[config.mk]
export PLATFORM = sky130hd
export DESIGN_NAME = muxn_pipe
export DESIGN_NICKNAME = d
export VERILOG_FILES = /design/src/rtl/muxn_pkg.sv /design/src/rtl/muxn_skid_reg.sv /design/src/rtl/muxn_pipe.sv
export SDC_FILE = /design/constraint.sdc
export NUM_CORES = 1
export LEC_CHECK = 0
export CAP_MARGIN = 20
export CORE_MARGIN = 10
export CORE_UTILIZATION = 38
export CTS_BUF_LIST = sky130_fd_sc_hd__clkbuf_4 sky130_fd_sc_hd__clkbuf_8
export CTS_CLUSTER_DIAMETER = 50
export DETAILED_ROUTE_END_ITERATION = 8
export GPL_ROUTABILITY_DRIVEN = 0
export PLACE_DENSITY_LB_ADDON = 0.2
export SYNTH_ARGS = -nofsm -noshare
export SYNTH_HDL_FRONTEND = slang
export SYNTH_SLANG_ARGS = --single-unit
[constraint.sdc]
create_clock -name clk -period 1.57 [get_ports clk]
set_input_delay 0.471 -clock clk [delete_from_list [all_inputs] [get_ports clk]]
set_output_delay 0.471 -clock clk [all_outputs]
set_load 0.03 [all_outputs]
[src/rtl/muxn_pkg.sv]
// muxn_pkg: default constants shared by the muxn_pipe slice (no ports)
package muxn_pkg;
  localparam int MUXN_DEF_WIDTH = 32;
  localparam int MUXN_DEF_N = 4;
endpackage

[src/rtl/muxn_skid_reg.sv]
// muxn_skid_reg: OUT/SKID register pair; in_* stream accepted when SKID empty, out_* stream from OUT, flush_i drops both entries
module muxn_skid_reg #(
  parameter int WIDTH = 32
) (
  input  logic             clk,
  input  logic             rst_n,
  input  logic             flush_i,
  input  logic [WIDTH-1:0] in_data_i,
  input  logic             in_valid_i,
  output logic             in_ready_o,
  output logic [WIDTH-1:0] out_data_o,
  output logic             out_valid_o,
  input  logic             out_ready_i
);
  logic [WIDTH-1:0] out_q, out_d, skid_q, skid_d;
  logic out_v_q, out_v_d, skid_v_q, skid_v_d, acc, xfer;
  assign in_ready_o = !skid_v_q;
  assign out_data_o = out_q;
  assign out_valid_o = out_v_q;
  always_comb begin
    acc = in_valid_i && !skid_v_q;
    xfer = out_v_q && out_ready_i;
    out_d = (skid_v_q && xfer) ? skid_q : (acc && (!out_v_q || xfer)) ? in_data_i : out_q;
    skid_d = (acc && out_v_q && !xfer) ? in_data_i : skid_q;
    out_v_d = !flush_i && (acc || skid_v_q || (out_v_q && !xfer));
    skid_v_d = !flush_i && ((acc && out_v_q && !xfer) || (skid_v_q && !xfer));
  end
  always_ff @(posedge clk or negedge rst_n) begin
    if (!rst_n) begin
      out_q <= '0;
      skid_q <= '0;
      out_v_q <= 1'b0;
      skid_v_q <= 1'b0;
    end else begin
      out_q <= out_d;
      skid_q <= skid_d;
      out_v_q <= out_v_d;
      skid_v_q <= skid_v_d;
    end
  end
endmodule

[src/rtl/muxn_pipe.sv]
// muxn_pipe: N-way word select feeding a 2-entry skid pipe; d/s/in_valid/in_ready in, y/out_valid/out_ready out, flush, sticky sel_err
module muxn_pipe import muxn_pkg::*; #(
  parameter int WIDTH = MUXN_DEF_WIDTH,
  parameter int N = MUXN_DEF_N,
  parameter int SELW = $clog2(N)
) (
  input  logic               clk,
  input  logic               rst_n,
  input  logic [N*WIDTH-1:0] d,
  input  logic [SELW-1:0]    s,
  input  logic               in_valid,
  output logic               in_ready,
  input  logic               flush,
  output logic [WIDTH-1:0]   y,
  output logic               out_valid,
  input  logic               out_ready,
  output logic               sel_err
);
  logic [WIDTH-1:0] sel_word;
  logic sel_err_q, sel_err_d;
  always_comb begin
    sel_word = d[WIDTH-1:0];
    for (int i = 1; i < N; i++) sel_word = (s == SELW'(i)) ? d[i*WIDTH +: WIDTH] : sel_word;
    sel_err_d = sel_err_q || (in_valid && in_ready && (32'(s) >= N));
  end
  always_ff @(posedge clk or negedge rst_n) begin
    if (!rst_n) sel_err_q <= 1'b0;
    else sel_err_q <= sel_err_d;
  end
  assign sel_err = sel_err_q;
  muxn_skid_reg #(.WIDTH(WIDTH)) u_skid (
    .clk(clk),
    .rst_n(rst_n),
    .flush_i(flush),
    .in_data_i(sel_word),
    .in_valid_i(in_valid),
    .in_ready_o(in_ready),
    .out_data_o(y),
    .out_valid_o(out_valid),
    .out_ready_i(out_ready)
  );
endmodule

# After elaboration in Yosys (flattened, before gate mapping)
# Index checks and enable logic that the tools add are counted.
# word_totals
regBits	66
output_inout_bits	35
wordCells	31
# op_classes
n_eq_ne	3
muxes	5
reduce_logical	19
# op_table
op	n
2-to-1 mux 32 bit	5
logical AND 1 bit	10
equality test 2 bit (second input constant)	2
logical NOT 1 bit	4
logical OR 1 bit	4
equality test 2 x 1 -> 1 bit (second input constant)	1
nonzero test 2 bit	1

# Longest topological paths before layout
# Gate-level depths: netlist (run 1).
# depth
word_depth	6
ltp_mapped	5
ltp_nobuf	3

# Hierarchy
# Synthesis (run 1) repeated with hierarchy kept, for this count alone.
# unflattened
cells_unflattened	229
area_unflattened_um2	3920.0
# modules_own_cells
mod	instances	cells_each	area_per_inst_um2	seq_area_each_um2
muxn_skid_reg	1	188	3094.2	1651.6
muxn_pipe	1	41	825.8	0.0

# Least setup slack after synthesis (run 1)
# No wires, ideal clock.
# synth_timing
kind	input to register
from	input s[0]
to	register u_skid.out_q[0], in the netlist u_skid.out_data_o[0]
setup_ns	0.126
t_arrival_ns	1.653
required_ns	1.444
slack_ns	-0.209
stages	5
path_cell_list	buf_6 buf_12 mux4_2 and3_1 a221o_1
# synth_between
elab_chain_len	6
word_cells_on_any_way	8
cone_classes	eq/ne (3); mux (5)
# synth_rtl
item	line	text
start: declaration	muxn_pipe.sv:10	input logic [SELW-1:0] s,
equality test 2 x 1 -> 1 bit	muxn_pipe.sv:23	for (int i = 1; i < N; i++) sel_word = (s == SELW'(i)) ? d[i*WIDTH +: WIDTH] : sel_word;
2-to-1 mux 32 bit (2 in series)	muxn_pipe.sv:23	
2-to-1 mux 32 bit *	muxn_pipe.sv:23	
2-to-1 mux 32 bit * (2 in series)	muxn_skid_reg.sv:23	out_d = (skid_v_q && xfer) ? skid_q : (acc && (!out_v_q || xfer)) ? in_data_i : out_q;
end signal: assignment	muxn_skid_reg.sv:35	out_q <= out_d;
end: declaration	muxn_skid_reg.sv:15	logic [WIDTH-1:0] out_q, out_d, skid_q, skid_d;
# Mark *: on every way between the ends. The rest lies on a longest branch, timed or not. The select of a mux whose other input is x is not followed.
# A chain may end at the register's enable or synchronous reset.

# Final worst setup path (run 1)
# layout_timing
from	input d[124]
to	register u_skid.out_q[28], in the netlist u_skid.out_data_o[28]
# layout_between
elab_chain_len	3
# layout_rtl
item	line	text
start: declaration	muxn_pipe.sv:9	input logic [N*WIDTH-1:0] d,
2-to-1 mux 32 bit	muxn_pipe.sv:23	
2-to-1 mux 32 bit (2 in series)	muxn_skid_reg.sv:23	
# Every way passes these cells. The select of a mux whose other input is x is not followed.

==> impl_metrics.toml, run 1 <==
[status]
status = "finished with violations"
violations = "setup timing"

[layout]
final_core_util_pct = 69.5
drive_above_1_share_pct = 38.0
final_area_mm2 = 0.00612
diodes = 0
syn_to_final_growth_pct = 75.9
fin_nets = 548
final_cells = 524
fillers = 625

[logic_synthesis]
yosysTopAreaCell = "dfrtp_1"
synthCells = 230
synth_area_per_cell_um2 = 15.1
syn_area_mm2 = 0.00348
ys_seq_elements = 66
synth_top_area_share_pct = 47.5
synthesis.nets = 365
ys.flop_type = "dfrtp_1"
synth_most_common_cell = "dfrtp_1"
ys.warnings.count = 0
yosysSeqAreaShare_pct = 47.5
synth_edf_count = 0
yosys-top-cells-count = "dfrtp_1 (66), and3_1 (33), a221o_1 (32), mux2_2 (32), mux4_2 (32)"
synth_cell_types = 18
synth_area_leaders = "dfrtp_1 (47%), mux4_2 (21%), mux2_2 (10%), a221o_1 (9.2%), and3_1 (5.9%)"
ys_async_sr_fraction_pct = 100

[grt]
grt_max_degree = 67
grt_pass1_vias = 3344
grt_pass1_wl_mm = 17.9
grt_overflow = 0
antenna_found_initial = 0
grtUsageTotal_pct = 17.3

[clocking]
clkTransAtPathRegs_ns = 0.07
clk_path_buf_depth = 2
cts_hold_buf = 0
cts-htree-levels = 3
clk_latency_ns = 0.34
cts_made_buffers = 9
clock-sinks = 66
tritoncts = "done"
cts-root-buf = "clkbuf_8"

[sta]
rsz0062_at_grt = "true"
skew_ns = 0.0107
setup_slack_ns = -0.0163
setup_viol = 1
fin_crit_ns = 1.59
hold_viol_final = 0
tns_ns = -0.0163
slew_violations = 0
fin_crit_sh_pct = 101
holdWs_ns = 0.135
max_freq_mhz = 630

[floorplanning]
die_h_um = 116
rows = 34
design.die.area_mm2 = 0.0134
ioPinCount = 170
core_area_mm2 = 0.00881
fp.dieW_um = 116
initial_core_util_pct = 39.5

[power]
vdd_drop_max_mv = 0.396
leakage_nw = 2.79
p_per_area_mw_per_mm2 = 982
total_power_mw = 6.01

[route]
drc = 0
routedWlPerCell_um = 23.1
drt_iter0_drc = 143
vias_per_cell = 5.67
first_pass_iters = 4
dr_total_vias = 2969
ant_nets = 0
wl_mm = 12.1

[worst_setup_path]
path_max_fanout = 2
required_ns = 1.80
crit_path_end_kind = "flip-flop"
timing.rr.end = "u_skid.skid_q[25]"
rr_worst_depth = 6
start_kind = "input port"
rrSetupSlack_ns = 0.01
r2r-start = "u_skid.skid_v_q"
arrival_ns = 1.82
path_class = "input port to flip-flop"

[placement]
hpwl_mm = 8.07
dpl-instance-area_mm2 = 0.00548
port_buffers = 168
post-place-ws_ns = -0.741
place_inst = 495

[hold_path]
worstHoldPathType = "input port to asynchronous set/reset pin"

[flow_run]
cap_violations = 0
[worst max path at each step]
stage / start / end / slack (ns)
final: d[124] / u_skid.out_data_o[28] / -0.02
after global routing: u_skid.skid_v_q / u_skid.skid_q[25] / -0.04
after CTS: d[124] / u_skid.out_data_o[28] / 0.002
after detailed placement: out_ready / u_skid.out_data_o[15] / -0.74
after global placement: out_ready / u_skid.out_data_o[15] / -0.67
after floorplan: s[0] / u_skid.out_data_o[4] / -0.17
[timing repair]
| item | 4_1_cts | 5_1_grt |
|---|---|---|
| setup buffers | 7 | 3 |
| cloned | 3 | 3 |
| endpoints found under the hold margin | 0 | 0 |
| pin swaps | 1 | 0 |
| endpoints found under the setup margin | 80 | 54 |
| gates resized for setup | 54 | 64 |
[metal layers]
| metal | GRT usage [%] | wire length (um) | vias to the layer above |
|---|---|---|---|
| met4 | 5.67 | 136 | 0 |
| met1 | 19.9 | 5010 | 1525 |
| met3 | 7.08 | 1120 | 11 |
| li1 | - | - | 1302 |
| met5 | 0 | 0 | - |
| met2 | 28.6 | 5850 | 131 |
[power by group]
part	leakage, nW	switching (mW)	internal [mW]
logic	1.89	0.820	1.33
registers	0.800	0.284	2.11
clock network	0.0980	0.640	0.821
[cell usage in the layout (no fill, tap or decap), drive strengths merged]
cell,instances
nand2b,1
dfrtp,66
mux4,32
bufinv,1
clkdlybuf4s50,103
a211oi,1
a21oi,4
nor2b,2
dlymetal6s2s,24
buf,47
conb,1
dlygate4sd2,4
inv,1
clkdlybuf4s15,10
mux2,32
nor2,1
clkinvlp,1
clkbuf,20
a221o,32
and3,33
[cell type report]
cell class | instances | area (um2) | share of cell area [%]
Multi-Input combinational cell | 139 | 1830 | 29.9
Sequential cell | 66 | 1650 | 27.0
Inverter | 1 | 3.75 | 0.0614
Clock inverter | 2 | 37.5 | 0.614
Tap cell | 108 | 135 | 2.21
Timing Repair Buffer | 196 | 2300 | 37.6
Clock buffer | 12 | 159 | 2.60
[state kept, by name, indices dropped and copies added (netlist names)]
signal / count
u_skid.skid_q: 32
u_skid.skid_v_q: 1
u_skid.out_valid_o: 1
u_skid.out_data_o: 32
[kinds of logic (layout without fill, tap and decap cells)]
group | count (synthesis) | after routing | share of synthesized area [%]
AOI/OAI and AO/OA | 36 | 37 | 9.86
buffers and inverters | 26 | 211 | 4.89
DFF | 66 | 66 | 47.5
muxes | 64 | 64 | 31.1
other | 1 | 1 | 0.108
and+or+nand+nor | 37 | 37 | 6.58
[critical path, cell delays in order]
cell and delay, ns:
clkdlybuf4s50_1 0.41, mux4_2 0.51, and3_1 0.19, a221o_1 0.25
Note: power is estimated with default switching activity, not from simulation.
==> run 2: changes to the inputs <==
Settings changed: SKIP_CTS_REPAIR_TIMING set to 1.
==> run 2 against run 1 <==
The run still ends with setup timing left. Combinational power shrank 4%. Cell count down 0.76%. Sequential share of layout area grew 0.35 points. Global-route usage is 0.86 points lower. Critical endpoint is now u_skid.skid_q[2].
==> impl_metrics.toml, run 2 (synthesis gave the netlist of run 1 again) <==
[placement]
hpwl_mm = 8.07
port_buffers = 168
dpl-instance-area_mm2 = 0.00548

[route]
dr_total_vias = 2900
drc = 0
drt_iter0_drc = 164
routedWlPerCell_um = 22.6
vias_per_cell = 5.58
wl_mm = 11.8
ant_nets = 0
first_pass_iters = 4

[power]
seq_power_share_pct = 40.3
p_int_mw = 4.19
p_sw_share_pct = 28.9
pwr-share-comb_pct = 35.0
p_clk_share_pct = 24.7
total_power_mw = 5.90
vdd_drop_max_mv = 0.381
leakage_nw = 2.87
p_sw_mw = 1.70
p_per_area_mw_per_mm2 = 977

[floorplanning]
core_area_mm2 = 0.00881
fp.dieW_um = 116
initial_core_util_pct = 39.5
die_h_um = 116
rows = 34
ioPinCount = 170
design.die.area_mm2 = 0.0134

[grt]
grt_pass1_wl_mm = 17.0
grt_use_met3_pct = 7.24
grtUsageTotal_pct = 16.4
top_usage_layer = "met2"
grt_max_degree = 67
gr-usage-met1_pct = 18.7
grt_overflow = 0
grt_use_met2_pct = 27.1
antenna_found_initial = 0
grt_pass1_vias = 3238

[clocking]
cts-root-buf = "clkbuf_8"
cts-htree-levels = 3
clk_latency_ns = 0.34
clock-sinks = 66
tritoncts = "done"
clk_path_buf_depth = 2
cts_made_buffers = 9
clkTransAtPathRegs_ns = 0.07

[worst_setup_path]
path_max_fanout = 17
crit_top_cell = "nor2b_4"
required_ns = 1.79
r2r-start = "u_skid.skid_v_q"
start_kind = "flip-flop"
crit_chain = "buf_4, nor2b_4, nor2b_4, buf_12, mux2_2"
rr_worst_depth = 5
worst-path-buf-inv = 2
crit_slowest_cell = "dfrtp_1"
crit_path_end_kind = "flip-flop"
max_stage_delay_ns = 0.40
arrival_ns = 1.81
timing.rr.end = "u_skid.skid_q[2]"
rrSetupSlack_ns = -0.02
path_class = "flip-flop to flip-flop"
crit_family = "flip-flops"

[layout]
most-common-layout-cells = "clkdlybuf4s50_1 (106), dfrtp_1 (65), dlymetal6s2s_1 (40), mux4_2 (32), a221o_1 (32)"
layout_commonest_cell = "clkdlybuf4s50_1"
final_area_mm2 = 0.00604
drive_above_1_share_pct = 34.0
diodes = 0
syn_to_final_growth_pct = 73.6
final_core_util_pct = 68.6
fin_nets = 544
fillers = 632

[sta]
hold_viol_final = 0
max_freq_mhz = 630
skew_ns = 0.0136
fin_crit_ns = 1.59
fin_crit_sh_pct = 101
setup_slack_ns = -0.0173
tns_ns = -0.161
setup_viol = 28
holdWs_ns = 0.133
slew_violations = 0
rsz0062_at_grt = "true"

[hold_path]
worstHoldPathType = "input port to asynchronous set/reset pin"

[flow_run]
cap_violations = 0

[status]
violations = "setup timing"
status = "finished with violations"
## run 2: cell types whose count changed in the layout (fill, tap and decap cells not counted), sizes merged
cell           change
buf                -3
clkbuf             -6
dlygate4sd2        -4
clkdlybuf4s15     -10
dlymetal6s2s      +16
clkdlybuf4s50      +3
## run 2: area by class of cell
cell class | count | area [um2] | area share [%]
clock buffers | 12 | 159 | 2.63
repair buffers | 192 | 2290 | 38.0
clock inverters | 2 | 37.5 | 0.622
flip-flops and latches | 66 | 1650 | 27.4
well taps | 108 | 135 | 2.24
multi-input cells | 139 | 1760 | 29.1
inverters | 1 | 3.75 | 0.0622
## run 2: layer usage
metal	vias up	wire, um	share of wire, %
li1	1296	-	-
met1	1464	4600	39
met2	132	5910	50
met3	8	1170	9.9
met4	0	97	0.82
met5	-	0	0
## run 2: how the worst max path moves through the flow
stage,end,slack [ns],depth (start not counted),startpoint
detailed placement,u_skid.out_data_o[15],-0.74,4,out_ready
floorplan,u_skid.out_data_o[4],-0.17,5,s[0]
CTS,u_skid.out_data_o[2],-0.39,4,out_ready
finish,u_skid.skid_q[2],-0.02,5,u_skid.skid_v_q
global route,u_skid.skid_q[15],-0.04,5,u_skid.skid_v_q
global placement,u_skid.out_data_o[15],-0.67,4,out_ready
## run 2: per-stage QoR
stage          cells  setup WS, ns
6_report         520       -0.0173
5_1_grt          520       -0.0352
4_1_cts          509        -0.392
3_5_place_dp     495        -0.741
3_3_place_gp     495        -0.666
2_1_floorplan    230        -0.166
## run 2: power groups by stage
stage	sequential [mW]	clock (mW)	combinational, mW
after floorplan	2.61	0	0.690
after global placement	2.38	0	1.95
after detailed placement	2.40	0	2.00
after CTS	2.37	1.48	2.00
after global routing	2.42	1.56	2.19
final	2.38	1.46	2.06
## run 2: worst register-to-register path, cell delays in order, from the launching register on
cell	delay (ns)
dfrtp_1	0.40
buf_4	0.15
nor2b_4	0.15
nor2b_4	0.24
buf_12	0.18
mux2_2	0.35
==> run 3: changes to the inputs <==
Settings changed: TNS_END_PERCENT set to 10.
==> run 3 against run 2 <==
Largest power group unchanged. Clock power is essentially flat. The flow still finishes with violations (setup timing). Hold slack gained 0.0022 ns. Sequential share of layout area is essentially flat. Core utilization is essentially flat. Final area is essentially flat. Critical path type unchanged. Via count grew 1.1%. Register-to-register slack is essentially flat. Combinational power grew 2%. Cell count is the same. First-iteration DRC count shrank 21%. Die area is the same. Clock skew shrank 0.0044 ns.
==> impl_metrics.toml, run 3 (synthesis gave the netlist of run 1 again) <==
[status]
status = "finished with violations"
violations = "setup timing"

[flow_run]
cap_violations = 0

[floorplanning]
design.die.area_mm2 = 0.0134
die_h_um = 116
rows = 34
fp.dieW_um = 116
initial_core_util_pct = 39.5
core_area_mm2 = 0.00881
ioPinCount = 170

[route]
drc = 0
first_pass_iters = 4
vias_per_cell = 5.64
wl_mm = 11.7
dr_total_vias = 2933
routedWlPerCell_um = 22.4
drt_iter0_drc = 129
ant_nets = 0

[clocking]
clock-sinks = 66
cts_made_buffers = 9
cts-root-buf = "clkbuf_8"
clk_latency_ns = 0.34
clkTransAtPathRegs_ns = 0.07
tritoncts = "done"
cts-htree-levels = 3
clk_path_buf_depth = 2

[layout]
fillers = 632
syn_to_final_growth_pct = 73.5
final_cells = 520
layout_commonest_cell = "clkdlybuf4s50_1"
most-common-layout-cells = "clkdlybuf4s50_1 (109), dfrtp_1 (66), dlymetal6s2s_1 (39), mux4_2 (32), a221o_1 (32)"
fin_nets = 542
diodes = 0
drive_above_1_share_pct = 32.8

[placement]
post-place-ws_ns = -0.712
place_inst = 498
hpwl_mm = 8.37
port_buffers = 168

[worst_setup_path]
crit_chain = "nor2b_4, nor2b_4, buf_12, mux2_2"
path_class = "flip-flop to flip-flop"
path_max_fanout = 13
max_stage_delay_ns = 0.43
start_kind = "flip-flop"
arrival_ns = 1.81
required_ns = 1.79
crit_top_cell = "nor2b_4"
rrSetupSlack_ns = -0.02
crit_slowest_cell = "dfrtp_1"
crit_path_end_kind = "flip-flop"

[sta]
fin_crit_sh_pct = 102
holdWs_ns = 0.135
rsz0062_at_grt = "true"
slew_violations = 0
relSlewSlack_pct = 65.4
worst_slew_pin_slew_ns = 0.518
setup_viol = 36
skew_ns = 0.00923
fin_crit_ns = 1.59
setup_slack_ns = -0.0238
tns_ns = -0.421
max_freq_mhz = 627
hold_viol_final = 0

[grt]
grt_overflow = 0
grt_pass1_wl_mm = 16.5
grt_pass1_vias = 3198
grtUsageTotal_pct = 15.8
grt_max_degree = 67
antenna_found_initial = 0

[power]
p_per_area_mw_per_mm2 = 987
leakage_nw = 2.88
vdd_drop_max_mv = 0.428

[hold_path]
worstHoldPathType = "input port to asynchronous set/reset pin"
run 3: cell count changes in the layout (fill, tap and decap cells not counted), moves of 2 or more:
cell,delta
and3_1,+2
buf_12,-5
mux2_4,+14
clkdlybuf4s50_1,+3
mux2_2,-14
run 3: where the power goes:
group	total (mW)	internal, mW	switching, mW	leakage, nW
logic	2.10	1.29	0.803	1.98
clock network	1.47	0.835	0.634	0.102
registers	2.39	2.11	0.282	0.801
total	5.96	4.24	1.72	2.88
run 3: worst max-delay path, delay by kind of cell (launching register included):
family                 cells  cell delay (ns)
and+or+nand+nor            2             0.53
DFF                        1             0.43
buffers and inverters      1             0.17
muxes                      1             0.34
run 3: layer usage:
metal | vias to the layer above | share of wire (%) | GRT usage, %
met5 | - | 0 | 0
met1 | 1503 | 40 | 18.0
met3 | 10 | 9.5 | 7.18
met4 | 0 | 0.93 | 5.00
met2 | 126 | 49 | 26.0
li1 | 1294 | - | -
run 3: per-stage QoR:
step	util (%)	power [mW]	instance area, um2
2_1_floorplan	-	3.30	3490
3_5_place_dp	62.3	4.39	5480
3_3_place_gp	62.3	4.33	5480
4_1_cts	64.6	5.86	5690
5_1_grt	68.5	6.22	6030
6_report	68.5	5.96	6030
run 3: worst paths after layout:
path	end	depth (start not counted)	startpoint
worst max-delay path	u_skid.skid_q[4]	4	u_skid.skid_v_q
worst min-delay path	u_skid.out_data_o[23]	2	rst_n
worst max register to register	u_skid.skid_q[4]	4	u_skid.skid_v_q
worst min register to register	u_skid.out_data_o[4]	1	u_skid.skid_q[4]
max in group asynchronous	u_skid.skid_q[11]	2	rst_n
min in group clk	u_skid.skid_v_q	2	out_ready
run 3: cell type report:
type	instances	area (um2)	share of cell area, %
timing repair buffer	190	2230	37.0
multi-input combinational	139	1800	29.9
sequential	66	1650	27.4
clock buffer	12	159	2.63
tap	108	135	2.24
clock inverter	4	50.0	0.829
inverter	1	3.75	0.0622
